`config.mk`:
```
export PLATFORM = sky130hd
export DESIGN_NAME = sync_fifo_param_flat
export DESIGN_NICKNAME = d
export VERILOG_FILES = /design/src/rtl/fifo_pkg.sv /design/src/rtl/sync_fifo_param_if.sv /design/src/rtl/fifo_ram.sv /design/src/rtl/sync_fifo_param.sv /design/src/flat_wrapper.sv
export SDC_FILE = /design/constraint.sdc
export NUM_CORES = 1
export LEC_CHECK = 0
export ABC_AREA = 0
export BUFFER_PORTS_ARGS = -buffer_cell sky130_fd_sc_hd__clkbuf_2
export CORE_MARGIN = 1
export CORE_UTILIZATION = 50
export DETAILED_ROUTE_END_ITERATION = 8
export PLACE_DENSITY = 0.76
export SLEW_MARGIN = 10
export SYNTH_ARGS = -nofsm -noshare
export SYNTH_HDL_FRONTEND = slang
export SYNTH_HIERARCHICAL = 1
export SYNTH_SLANG_ARGS = --single-unit
```
`constraint.sdc`:
```
create_clock -name clk -period 3.56 [get_ports clk]
set_input_delay 0.534 -clock clk [delete_from_list [all_inputs] [get_ports clk]]
set_output_delay 0.534 -clock clk [all_outputs]
set_load 0.02 [all_outputs]
```
`src/rtl/fifo_pkg.sv`:
```
// Shared constants, pointer-width helper and status bundle for the parameterised sync FIFO.
package fifo_pkg;

  localparam int unsigned DEF_DATA_W = 8;
  localparam int unsigned DEF_DEPTH  = 16;

  typedef struct packed {
    logic full;
    logic empty;
    logic almost_full;
    logic almost_empty;
  } fifo_status_t;

  // Index bits plus one wrap bit so full and empty stay distinguishable.
  function automatic int unsigned ptr_w(input int unsigned depth);
    return unsigned'($clog2(depth)) + 32'd1;
  endfunction

endpackage

```
`src/rtl/sync_fifo_param_if.sv`:
```
// FIFO client-side bus: push/pop requests, read data and status/error flags.
interface sync_fifo_param_if
  import fifo_pkg::*;
#(
  parameter int unsigned DATA_W = DEF_DATA_W,
  parameter int unsigned DEPTH  = DEF_DEPTH
) ();

  localparam int unsigned PW = ptr_w(DEPTH);

  logic              push;
  logic [DATA_W-1:0] wdata;
  logic              pop;
  logic              clr_err;
  logic [DATA_W-1:0] rdata;
  logic              rvalid;
  logic              push_ack;
  logic              full;
  logic              empty;
  logic              almost_full;
  logic              almost_empty;
  logic [PW-1:0]     count;
  logic              overflow;
  logic              underflow;

  modport master (
    output push, wdata, pop, clr_err,
    input  rdata, rvalid, push_ack, full, empty, almost_full, almost_empty,
           count, overflow, underflow
  );

  modport slave (
    input  push, wdata, pop, clr_err,
    output rdata, rvalid, push_ack, full, empty, almost_full, almost_empty,
           count, overflow, underflow
  );

endinterface

```
`src/rtl/fifo_ram.sv`:
```
// Simple dual-port storage: synchronous write; async read with SYNC_FIFO_FWFT_EN,
// otherwise a registered read captured on i_re.
module fifo_ram #(
  parameter int unsigned DATA_W = 8,
  parameter int unsigned DEPTH  = 16
) (
  input  logic                     clk,
  input  logic                     rst,
  input  logic                     i_we,
  input  logic [$clog2(DEPTH)-1:0] i_waddr,
  input  logic [DATA_W-1:0]        i_wdata,
  input  logic                     i_re,
  input  logic [$clog2(DEPTH)-1:0] i_raddr,
  output logic [DATA_W-1:0]        o_rdata
);

  logic [DATA_W-1:0] r_mem [DEPTH];

  // Contents are deliberately not reset.
  always_ff @(posedge clk) begin
    if (i_we) r_mem[i_waddr] <= i_wdata;
  end

`ifdef SYNC_FIFO_FWFT_EN
  logic w_unused;
  assign w_unused = &{1'b0, rst, i_re};
  assign o_rdata  = r_mem[i_raddr];
`else
  logic [DATA_W-1:0] r_rdata;

  // Old word is read when a full FIFO overwrites the head slot in the same cycle.
  always_ff @(posedge clk) begin
    if (rst)       r_rdata <= '0;
    else if (i_re) r_rdata <= r_mem[i_raddr];
  end

  assign o_rdata = r_rdata;
`endif

endmodule

```
`src/rtl/sync_fifo_param.sv`:
```
// Parameterised synchronous FIFO control: pointers, count, status and sticky errors.
// Define SYNC_FIFO_FWFT_EN for first-word-fall-through; default is registered read.
module sync_fifo_param
  import fifo_pkg::*;
#(
  parameter int unsigned DATA_W   = DEF_DATA_W,
  parameter int unsigned DEPTH    = DEF_DEPTH,
  parameter int unsigned AF_LEVEL = DEPTH - 2,
  parameter int unsigned AE_LEVEL = 2
) (
  input logic              clk,
  input logic              rst,
  sync_fifo_param_if.slave bus
);

  localparam int unsigned PW = ptr_w(DEPTH);
  localparam int unsigned AW = PW - 1;

  logic [PW-1:0]     r_wptr, r_rptr, r_count;
  logic [PW-1:0]     w_wptr_nxt, w_rptr_nxt, w_count_nxt;
  fifo_status_t      r_stat;
  logic              r_push_ack, r_ovf, r_unf;
  logic              w_pop_acc, w_push_acc, w_ovf_evt, w_unf_evt;
  logic [DATA_W-1:0] w_ram_rdata;

  // A pop frees a slot in the same cycle, so push is allowed on full when pop is taken.
  always_comb begin
    w_pop_acc   = bus.pop && !r_stat.empty;
    w_push_acc  = bus.push && (!r_stat.full || w_pop_acc);
    w_ovf_evt   = bus.push && !w_push_acc;
    w_unf_evt   = bus.pop && r_stat.empty;
    w_wptr_nxt  = r_wptr + PW'(w_push_acc);
    w_rptr_nxt  = r_rptr + PW'(w_pop_acc);
    w_count_nxt = w_wptr_nxt - w_rptr_nxt;
  end

  always_ff @(posedge clk) begin
    if (rst) begin
      r_wptr     <= '0;
      r_rptr     <= '0;
      r_count    <= '0;
      r_stat     <= '{full: 1'b0, empty: 1'b1, almost_full: 1'b0, almost_empty: 1'b1};
      r_push_ack <= 1'b0;
      r_ovf      <= 1'b0;
      r_unf      <= 1'b0;
    end else begin
      r_wptr              <= w_wptr_nxt;
      r_rptr              <= w_rptr_nxt;
      r_count             <= w_count_nxt;
      r_stat.full         <= (w_count_nxt == PW'(DEPTH));
      r_stat.empty        <= (w_count_nxt == '0);
      r_stat.almost_full  <= (w_count_nxt >= PW'(AF_LEVEL));
      r_stat.almost_empty <= (w_count_nxt <= PW'(AE_LEVEL));
      r_push_ack          <= w_push_acc;
      // A new error in the clearing cycle keeps the flag set.
      r_ovf               <= w_ovf_evt || (r_ovf && !bus.clr_err);
      r_unf               <= w_unf_evt || (r_unf && !bus.clr_err);
    end
  end

  fifo_ram #(
    .DATA_W (DATA_W),
    .DEPTH  (DEPTH)
  ) u_ram (
    .clk     (clk),
    .rst     (rst),
    .i_we    (w_push_acc && !rst),
    .i_waddr (r_wptr[AW-1:0]),
    .i_wdata (bus.wdata),
    .i_re    (w_pop_acc),
    .i_raddr (r_rptr[AW-1:0]),
    .o_rdata (w_ram_rdata)
  );

`ifdef SYNC_FIFO_FWFT_EN
  assign bus.rvalid = !r_stat.empty;
  assign bus.rdata  = r_stat.empty ? '0 : w_ram_rdata;
`else
  logic r_rvalid;

  always_ff @(posedge clk) begin
    if (rst) r_rvalid <= 1'b0;
    else     r_rvalid <= w_pop_acc;
  end

  assign bus.rvalid = r_rvalid;
  assign bus.rdata  = w_ram_rdata;
`endif

  assign bus.push_ack     = r_push_ack;
  assign bus.full         = r_stat.full;
  assign bus.empty        = r_stat.empty;
  assign bus.almost_full  = r_stat.almost_full;
  assign bus.almost_empty = r_stat.almost_empty;
  assign bus.count        = r_count;
  assign bus.overflow     = r_ovf;
  assign bus.underflow    = r_unf;

endmodule
```
`src/flat_wrapper.sv`:
```
// flat-port wrapper written by rule: the top's interface ports become plain ports
module sync_fifo_param_flat import fifo_pkg::*;
#(
  parameter int unsigned DATA_W   = DEF_DATA_W,
  parameter int unsigned DEPTH    = DEF_DEPTH,
  parameter int unsigned AF_LEVEL = DEPTH - 2,
  parameter int unsigned AE_LEVEL = 2
)
  (clk, rst, bus_push, bus_wdata, bus_pop, bus_clr_err, bus_rdata, bus_rvalid, bus_push_ack, bus_full, bus_empty, bus_almost_full, bus_almost_empty, bus_count, bus_overflow, bus_underflow);
  sync_fifo_param_if #(.DATA_W(DATA_W), .DEPTH(DEPTH)) bus_i ();
  input logic clk;
  input logic rst;
  input wire logic [$bits(bus_i.push)-1:0] bus_push;
  input wire logic [$bits(bus_i.wdata)-1:0] bus_wdata;
  input wire logic [$bits(bus_i.pop)-1:0] bus_pop;
  input wire logic [$bits(bus_i.clr_err)-1:0] bus_clr_err;
  output wire logic [$bits(bus_i.rdata)-1:0] bus_rdata;
  output wire logic [$bits(bus_i.rvalid)-1:0] bus_rvalid;
  output wire logic [$bits(bus_i.push_ack)-1:0] bus_push_ack;
  output wire logic [$bits(bus_i.full)-1:0] bus_full;
  output wire logic [$bits(bus_i.empty)-1:0] bus_empty;
  output wire logic [$bits(bus_i.almost_full)-1:0] bus_almost_full;
  output wire logic [$bits(bus_i.almost_empty)-1:0] bus_almost_empty;
  output wire logic [$bits(bus_i.count)-1:0] bus_count;
  output wire logic [$bits(bus_i.overflow)-1:0] bus_overflow;
  output wire logic [$bits(bus_i.underflow)-1:0] bus_underflow;
  assign bus_i.push = bus_push;
  assign bus_i.wdata = bus_wdata;
  assign bus_i.pop = bus_pop;
  assign bus_i.clr_err = bus_clr_err;
  assign bus_rdata = bus_i.rdata;
  assign bus_rvalid = bus_i.rvalid;
  assign bus_push_ack = bus_i.push_ack;
  assign bus_full = bus_i.full;
  assign bus_empty = bus_i.empty;
  assign bus_almost_full = bus_i.almost_full;
  assign bus_almost_empty = bus_i.almost_empty;
  assign bus_count = bus_i.count;
  assign bus_overflow = bus_i.overflow;
  assign bus_underflow = bus_i.underflow;
  sync_fifo_param #(.DATA_W(DATA_W), .DEPTH(DEPTH), .AF_LEVEL(AF_LEVEL), .AE_LEVEL(AE_LEVEL)) u_core (.clk(clk), .rst(rst), .bus(bus_i));
endmodule
```
**After elaboration in Yosys (flattened, before gate mapping)**

Memories as Yosys holds them, arrays and structs flattened. A register that Yosys moved wholly into a read port is not among the register bits.
Index checks and enable logic that the tools add are counted.

- Input port bits: 13
- Logic and storage cells: 36
- Register bits after elaboration: 23
- Output and inout port bits: 21
- RAM bits: 128
- Memories kept: 1

Memory list:

| memory | depth | width | rd ports | clocked after memory_dff | write ports | RTL line | RTL |
|---|---|---|---|---|---|---|---|
| u_core.u_ram.r_mem | 16 | 8 | 1 | 1 | 1 | fifo_ram.sv:17 | `logic [DATA_W-1:0] r_mem [DEPTH];` |

- $lt $le $gt $ge: 2
- Reductions and logical operators: 16
- Mux-type cells: 2
- Equal/unequal tests: 1
- Add/subtract/negate cells: 3

Operator list:

| cell | number |
|---|---|
| $add 5x1->5 | 2 |
| $logic_and 1x1->1 | 7 |
| $eq 5x5->1 const B | 1 |
| $ge 5x4->1 const B | 1 |
| $le 5x2->1 const B | 1 |
| $logic_not 1->1 | 5 |
| $logic_not 5->1 | 1 |
| $sub 5x5->5 | 1 |
| $logic_or 1x1->1 | 3 |
| $mux 1 | 2 |

**Longest topological paths before layout**

Gate-level depths: netlist of run 1.

- Depth after elaboration: 7
- Depth in mapped cells: 11
- Gate-level depth less buffers: 11

**Hierarchy**

The synthesis of run 1 kept the hierarchy.

Modules (own cells, without submodules):

| module | times used | area each (sq um) | cells each |
|---|---|---|---|
| fifo_ram | 1 | 5343.9 | 316 |
| sync_fifo_param | 1 | 1019.7 | 103 |

**Worst setup path before layout of run 1**

OpenSTA, ideal clock, no wires.

- Path kind: input port to flip-flop
- Start: in bus_pop
- End: mem u_core.u_ram.r_mem[0][0] (enable)
- Path buffers: 0
- Required time: 3.177 ns
- Slack: 0.970 ns
- Stages on the path: 5
- Library setup time: 0.383 ns
- Arrival: 2.207 ns
- Cell sequence: nand2b_1 > a21boi_0 > nor2b_1 > or3b_2 > nor3_1

- Cells in the longest elaborated chain, start to end: 6

RTL lines:

| item | RTL line | RTL |
|---|---|---|
| from (decl) | flat_wrapper.sv:15 | `input wire logic [$bits(bus_i.pop)-1:0] bus_pop;` |
| $logic_and 1x1->1 | sync_fifo_param.sv:28 | `w_pop_acc = bus.pop && !r_stat.empty;` |
| $logic_or 1x1->1 | sync_fifo_param.sv:29 | `w_push_acc = bus.push && (!r_stat.full \|\| w_pop_acc);` |
| $logic_and 1x1->1 | sync_fifo_param.sv:29 |  |
| net u_core.w_push_acc | sync_fifo_param.sv:23 | `logic w_pop_acc, w_push_acc, w_ovf_evt, w_unf_evt;` |
| $logic_and 1x1->1 | sync_fifo_param.sv:67 | `.i_we (w_push_acc && !rst),` |
| $mux 1 | fifo_ram.sv:21 | `if (i_we) r_mem[i_waddr] <= i_wdata;` |
| $mux 1 (not written as such) | fifo_ram.sv:21 |  |
| to (decl) | fifo_ram.sv:17 |  |

The timed path passes the listed nets, and every way through them passes these cells.

**Worst setup path after layout of run 1**

- Start: reg u_core/bus.empty (netlist name)
- End: reg u_core/bus.empty (netlist name)

- Cells in the longest elaborated chain, start to end: 7
- Elaborated cells on any way between the ends: 8
- Classes of those cells: 3 x add/sub; 5 x reduce/logical

RTL lines:

| item | RTL line | RTL |
|---|---|---|
| $logic_not 1->1 | sync_fifo_param.sv:28 |  |
| $logic_and 1x1->1 | sync_fifo_param.sv:28 |  |
| $logic_or 1x1->1 | sync_fifo_param.sv:29 |  |
| $logic_and 1x1->1 | sync_fifo_param.sv:29 |  |
| net u_core.w_push_acc | sync_fifo_param.sv:23 |  |
| $add 5x1->5 | sync_fifo_param.sv:32 | `w_wptr_nxt = r_wptr + PW'(w_push_acc);` |
| $sub 5x5->5 | sync_fifo_param.sv:34 | `w_count_nxt = w_wptr_nxt - w_rptr_nxt;` |
| $logic_not 5->1 | sync_fifo_param.sv:51 | `r_stat.empty <= (w_count_nxt == '0);` |

The timed path passes the listed nets, and every way through them passes these cells.
A chain may end at the register's enable or synchronous reset.

==> results by group, run 1 <==
Timing
  • Final Hold Viols: 0
  • Worst-Margin Slew: 1099 ps
  • Min cycle time layout: 2750 ps
  • Final Skew: 10.58 ps
  • Final setup viols: 0
  • RSZ-0062 raised after global routing: false
  • Crit share post-route: 77.25%
  • Final setup TNS: 0 ps
  • Max frequency: 363.6 MHz
  • Slew Limit Fails: 0
  • Slew headroom: 26.70%

Worst setup path
  • Crit Path Max Fanout: 7
  • Setup CP Type: flop to flop
  • Reg2Reg Setup Slack: 810 ps
  • Worst path slowest cell: xnor2_1
  • RR Endpoint: u_core/bus.empty$_SDFF_PP1_
  • Worst R2R Path Depth: 9
  • Launching point of the worst reg2reg path: u_core/bus.empty$_SDFF_PP1_
  • Crit path launch type: flop
  • Cell Chain, Critical Path: nand2b_1, a21boi_0, ha_1, ha_1, xor2_2, xnor2_1, o21ai_1, xnor2_1, a41o_2
  • Required time of the critical path: 3930 ps
  • CP peak stage delay: 380 ps
  • Crit end category: flop
  • Critical Path Source: u_core/bus.empty$_SDFF_PP1_
  • WP data arrival: 3120 ps

Clock tree
  • Setup bufs post-CTS: 0
  • Clock Pin Slew Worst Setup and Hold Paths: 60 ps
  • Clk_lat worst skew: 420 ps
  • Clk buf depth: 2
  • CTS Buf Count: 17
  • Post-cts resize count: 0
  • CTS H-Tree Depth: 4
  • Sink count of the clock tree: 159
  • TritonCTS clock tree: built
  • CTS Hold Bufs: 0
  • CTS Root Buffer Type: clkbuf_16

Status
  • Status: finished clean

Logic synthesis
  • EDFF count, synth: 128
  • Ys async rst share: 0%
  • Netlist cell types: 39
  • Yosys reg bits: 159
  • Ys flop type: edfxtp_1
  • Syn_nets: 441
  • Ys Warns: 6
  • Cell Area, Synth: 6364 µm²
  • Post-synthesis sequential area ratio: 70.15%
  • Synth Area per Inst: 15.19 µm²
  • Post-Synthesis Cells: 419

Placed design
  • Dpl hpwl: 7505 µm
  • IO buf count: 33
  • Routability congestion estimate from global placement: 0.7683

Global routing
  • GRT Residual Overflow: 0
  • Initial antenna violation count: 0
  • First-pass GRT wire length: 18750 µm
  • Pin count of the biggest net entering global routing: 65
  • Vias in the first global route: 3546
  • Gr usage total: 20.01%

Worst hold path
  • Hold path startpoint: bus_pop
  • Hold WC Path Type: primary input to flop
  • WHS Endpoint: u_core/bus.underflow$_SDFF_PP0_
  • Hold path depth: 3

Die
  • Die Wd: 114.8 µm
  • Die area: 13180 µm²
  • Core Area: 12210 µm²
  • Effective utilization at floorplan: 52.11%
  • Io pins: 34
  • Die height: 114.8 µm
  • Standard-cell row count: 40

Power and ir drop
  • Power density over cell area: 599.1 nW/µm²
  • Power Total: 4344 µW
  • Pleak: 0.002422 µW
  • Worst VDD drop: 0.0004701 V

Cells and area
  • ANT cells: 0
  • Layout cells sized above 1: 18.20%
  • Multi-input gate area in the final layout: 1732 µm²
  • Final net count: 487
  • Fillers: 971
  • Seq. cell area: 4468 µm²
  • P&R area growth vs syn: 13.94%

Routing
  • Drt via density: 5.517
  • DRC Markers: 0
  • Avg WL per Cell: 18.80 µm
  • TritonRoute pass-1 iters: 5
  • Final wirelength: 12140 µm
  • Initial DRC Count: 223
  • Final antenna-violating net count: 0
  • Via count: 3564

Run
  • Number of max-cap violations: 0
[power breakdown]
part           internal, µW  total (µW)  switching [µW]
Sequential             2080        2120            42.3
Clock                   988        1760             776
Combinational           167         460             293
[layout make-up]
| type | instances | share of cell area [%] |
|---|---|---|
| Sequential cell | 159 | 61.62 |
| Multi-Input combinational cell | 238 | 23.88 |
| Clock buffer | 17 | 5.867 |
| Timing Repair Buffer | 43 | 3.313 |
| Tap cell | 168 | 2.899 |
| Clock inverter | 15 | 2.105 |
| Inverter | 6 | 0.3106 |
[metrics by stage]
step | setup slack [ps] | utilization (%) | instances | area, µm² | hold WS [ps]
2_1_floorplan | 969.8 | - | 419 | 6364 | 486.5
3_3_place_gp | 702.7 | 54.60 | 614 | 6668 | 441.0
3_5_place_dp | 623.2 | 54.60 | 614 | 6668 | 451.6
4_1_cts | 796.8 | 59.33 | 646 | 7246 | 393.1
5_1_grt | 595.6 | 59.38 | 646 | 7251 | 429.1
6_report | 810.0 | 59.38 | 646 | 7251 | 402.7
[flip-flops by register name (all words and copies together) (netlist names)]
name	count
u_core/bus.count	5
u_core/bus.push_ack	1
u_core/bus.rvalid	1
u_core/bus.full	1
u_core/bus.overflow	1
u_core/u_ram/o_rdata	8
u_core/bus.underflow	1
u_core/r_wptr	5
u_core/bus.empty	1
u_core/r_rptr	5
u_core/bus.almost_full	1
u_core/bus.almost_empty	1
u_core/u_ram/r_mem	128
[synthesized netlist by cell type (2+ instances only)]
master / instances / area, µm²
edfxtp_1: 128 / 3844
mux2i_1: 64 / 640.6
nor2_1: 32 / 120.1
dfxtp_1: 31 / 620.6
nand3_1: 29 / 145.1
a22oi_1: 25 / 187.7
nand2_1: 18 / 67.56
a21oi_1: 10 / 50.05
ha_1: 9 / 112.6
nor2b_1: 8 / 50.05
xnor2_1: 8 / 70.07
buf_2: 7 / 35.03
inv_1: 6 / 22.52
nor3_1: 5 / 25.02
nand2b_1: 4 / 25.02
buf_8: 3 / 45.04
nand3b_1: 3 / 22.52
o21ai_0: 3 / 15.01
xor2_1: 3 / 26.28
buf_12: 2 / 40.04
buf_6: 2 / 22.52
clkbuf_1: 2 / 7.510
[how the worst max path moves through the flow]
stage / end / slack [ps] / cells after the start
2_1_floorplan: u_core/u_ram/r_mem[0][0]$_DFFE_PP_ / 970 / 5
3_3_place_gp: u_core/bus.empty$_SDFF_PP1_ / 700 / 10
3_5_place_dp: u_core/bus.empty$_SDFF_PP1_ / 620 / 10
4_1_cts: u_core/bus.empty$_SDFF_PP1_ / 800 / 9
5_1_grt: u_core/bus.empty$_SDFF_PP1_ / 600 / 9
6_report: u_core/bus.empty$_SDFF_PP1_ / 810 / 9
[critical path: cells and delay by family (launching register included)]
family | cells | cell delay [ps]
xor gates and xnor gates | 3 | 940
AOI/OAI and AO/OA | 3 | 690
adders and majority gates | 2 | 520
and+or+nand+nor | 1 | 200
DFF | 1 | 340
[kinds of logic (layout without fill, tap and decap cells)]
kind of cell / Yosys count / count (layout) / synth area share, %
flip-flops: 159 / 159 / 70.15
AND/OR/NAND/NOR: 106 / 106 / 8.258
multiplexers: 64 / 64 / 10.07
AO/OA/AOI/OAI: 46 / 46 / 5.014
buffers and inverters: 22 / 81 / 2.713
XOR/XNOR: 13 / 13 / 2.025
adder cells (fa/ha/maj): 9 / 9 / 1.770
[metal layers]
layer | global-route usage [%] | part of all wire [%]
met5 | 0 | 0
met4 | 8.658 | 1.7
met3 | 5.746 | 6.1
met2 | 34.38 | 53
met1 | 23.57 | 40
[cells in the final DEF, fill, tap and decap left out, types with 3 or more instances in the layout]
master / Yosys / layout
nand2b_1: 4 / 4
xor2_1: 3 / 3
ha_1: 9 / 9
nor2_1: 32 / 31
buf_4: 0 / 10
o21ai_0: 3 / 3
dfxtp_1: 31 / 30
a21oi_1: 10 / 10
nand3b_1: 3 / 3
inv_6: 0 / 4
xnor2_1: 8 / 8
nand3_1: 29 / 29
a22oi_1: 25 / 25
edfxtp_1: 128 / 128
clkbuf_16: 0 / 17
inv_1: 6 / 6
nand2_1: 18 / 18
nor3_1: 5 / 5
mux2i_1: 64 / 64
nor2b_1: 8 / 7
inv_8: 0 / 4
clkbuf_2: 0 / 33
No activity file was read; power rests on OpenSTA's default activity.
==> run 2, diff against run 1 <==
- PLACE_DENSITY: 0.76 -> 0.79
- clock period: 3.56 -> 2.3 ns (I/O delays scaled with it)
==> run 2 against run 1 <==
Net effect: sequential cell count is the same; worst hold slack got worse by 180 ps; register-to-register slack worse by 810 ps; clock-buffer cell count unchanged; clock power is 68% higher; critical path type unchanged; largest cell class unchanged.
==> results by group, run 2 (synthesis results as in run 1) <==
Placed design
  • IO buf count: 33 (unchanged)
  • Pre-CTS setup slack: -258.8 ps (-882.0 ps)
  • DP Cell Count: 640 (+4.2%)
  • Routability congestion estimate from global placement: 0.7685 (about the same)
  • Dpl hpwl: 7918 µm (+5.5%)

Worst setup path
  • Launching point of the worst reg2reg path: u_core/bus.empty$_SDFF_PP1_
  • Crit Path Max Fanout: 3 (-4)
  • CP peak stage delay: 340 ps (-40 ps)
  • Setup CP Type: flop to flop
  • Crit path launch type: flop
  • Reg2Reg Setup Slack: 2 ps (-810 ps)
  • WP data arrival: 2620 ps (-500 ps)
  • Crit path top cell by count: ha_4
  • Crit end category: flop
  • Worst R2R Path Depth: 10 (+1)
  • Required time of the critical path: 2630 ps (-1300 ps)
  • Worst path slowest cell: dfxtp_4
  • RR Endpoint: u_core/bus.full$_SDFF_PP0_
  • Cell Chain, Critical Path: nand2b_4, a21boi_4, ha_4, ha_4, ha_4, nor2b_4, nor2_4, xnor2_2, o31ai_4, nor4b_4

Global routing
  • Vias in the first global route: 3810 (+7.4%)
  • First-pass GRT wire length: 19780 µm (+5.5%)
  • GRT Residual Overflow: 0 (unchanged)
  • Gr usage total: 20.96% (+0.94 points)
  • Pin count of the biggest net entering global routing: 66 (+1.5%)
  • Initial antenna violation count: 0 (unchanged)

Die
  • Die Wd: 114.8 µm (unchanged)
  • Standard-cell row count: 40 (unchanged)
  • Io pins: 34 (unchanged)
  • Effective utilization at floorplan: 52.11% (unchanged)
  • Core Area: 12210 µm² (unchanged)
  • Die area: 13180 µm² (unchanged)
  • Die height: 114.8 µm (unchanged)

Cells and area
  • Layout cells sized above 1: 27.92% (+9.7 points)
  • Post-Layout Cell Count: 673 (+4.2%)
  • Final net count: 515 (+5.7%)
  • Top reg by flops: u_core/u_ram/r_mem
  • Most frequent cells in the layout: edfxtp_1, mux2i_1, buf_4
  • ANT cells: 0 (unchanged)
  • P&R area growth vs syn: 22.85%
  • Commonest non-fill, non-tap cell in the layout: edfxtp_1
  • Number of flip-flops in the largest register: 128 (unchanged)

Routing
  • TritonRoute pass-1 iters: 4 (-1)
  • Via count: 3738 (+4.9%)
  • Drt via density: 5.554 (+0.67%)
  • DRC Markers: 0 (unchanged)
  • Initial DRC Count: 336 (+51%)
  • Final antenna-violating net count: 0 (unchanged)
  • Final wirelength: 13180 µm (+8.5%)
  • Avg WL per Cell: 19.58 µm (+4.2%)

Power and ir drop
  • Power density over cell area: 929.8 nW/µm² (+55%)
  • Pleak: 0.002660 µW (+9.8%)
  • Power Total: 7269 µW (+67%)
  • Worst VDD drop: 0.0007617 V (+62%)

Timing
  • Final Hold Viols: 0 (unchanged)
  • Crit share post-route: 99.90% (+23 points)
  • Worst-Margin Slew: 782.1 ps (-317.4 ps)
  • Final setup viols: 0 (unchanged)
  • Min cycle time layout: 2298 ps (-452.2 ps)
  • Final Skew: 9.694 ps (-0.8815 ps)
  • Setup WS post-layout: 2.209 ps (-807.8 ps)
  • RSZ-0062 raised after global routing: true
  • Final setup TNS: 0 ps (unchanged)
  • Slew Limit Fails: 0 (unchanged)
  • Max frequency: 435.2 MHz (+20%)
  • Slew headroom: 47.67% (+21 points)
  • Hold WS: 227.5 ps (-175.2 ps)

Clock tree
  • CTS H-Tree Depth: 4 (unchanged)
  • Clk_lat worst skew: 420 ps (about the same)
  • CTS Root Buffer Type: clkbuf_16
  • CTS Buf Count: 17 (unchanged)
  • Clock Pin Slew Worst Setup and Hold Paths: 60 ps (about the same)
  • Sink count of the clock tree: 159 (unchanged)
  • CTS Hold Bufs: 0 (unchanged)
  • Clk buf depth: 2 (unchanged)
  • TritonCTS clock tree: built

Worst hold path
  • WHS Endpoint: u_core/bus.overflow$_SDFF_PP0_
  • Hold WC Path Type: primary input to flop
  • Hold path startpoint: bus_push
  • Hold path depth: 3 (unchanged)

Run
  • Number of max-cap violations: 0 (unchanged)

Status
  • Status: finished clean
[run 2: routing by layer]
layer	GRT usage (%)	share of wire, %	vias up	wire, µm
li1	-	-	1734	-
met2	37.13	54	118	7059
met4	7.359	1.3	0	172
met5	0	0	-	0
met3	5.799	5.3	17	701
met1	24.57	40	1869	5248
[run 2: metrics by stage]
stage / util, % / instance area (µm²)
after global routing: 64.02 / 7818
after global placement: 56.67 / 6920
after detailed placement: 56.67 / 6920
after floorplan: - / 6409
after CTS: 62.88 / 7679
final: 64.02 / 7818
[run 2: report_power, final]
part	switching, µW	leakage, µW	internal (µW)
combinational	593	0.000951	445
clock	1120	0.000301	1830
sequential	61.6	0.00141	3220
[run 2: worst max path at each step]
stage / from / to / slack (ps) / depth (start not counted)
final: u_core/bus.empty$_SDFF_PP1_ / u_core/bus.full$_SDFF_PP0_ / 2 / 10
after global routing: u_core/bus.empty$_SDFF_PP1_ / u_core/bus.full$_SDFF_PP0_ / -80 / 10
after CTS: u_core/bus.empty$_SDFF_PP1_ / u_core/bus.empty$_SDFF_PP1_ / 10 / 10
after detailed placement: bus_pop / u_core/bus.full$_SDFF_PP0_ / -260 / 11
after global placement: bus_pop / u_core/bus.full$_SDFF_PP0_ / -140 / 11
after floorplan: u_core/bus.empty$_SDFF_PP1_ / u_core/bus.full$_SDFF_PP0_ / 20 / 11
[run 2: final cells by class]
class,count,area [µm²]
multi-input combinational,238,2018
fill,890,4394
timing repair buffer,71,466.7
clock buffer,17,425.4
sequential,159,4472
inverter,6,22.52
clock inverter,14,202.7
tap,168,210.2
[run 2: what timing repair did]
action | CTS | global route
setup buffers | 1 | 1
pin swaps | 12 | 13
endpoints found under the setup margin | 5 | 5
resized for setup | 20 | 20
[run 2: critical path: cells and delay by family (launching register included)]
kind	cells	cell delay, ps
AOI/OAI and AO/OA	2	420
xor gates and xnor gates	1	150
adders and majority gates	3	680
DFF	1	340
and+or+nand+nor	4	620
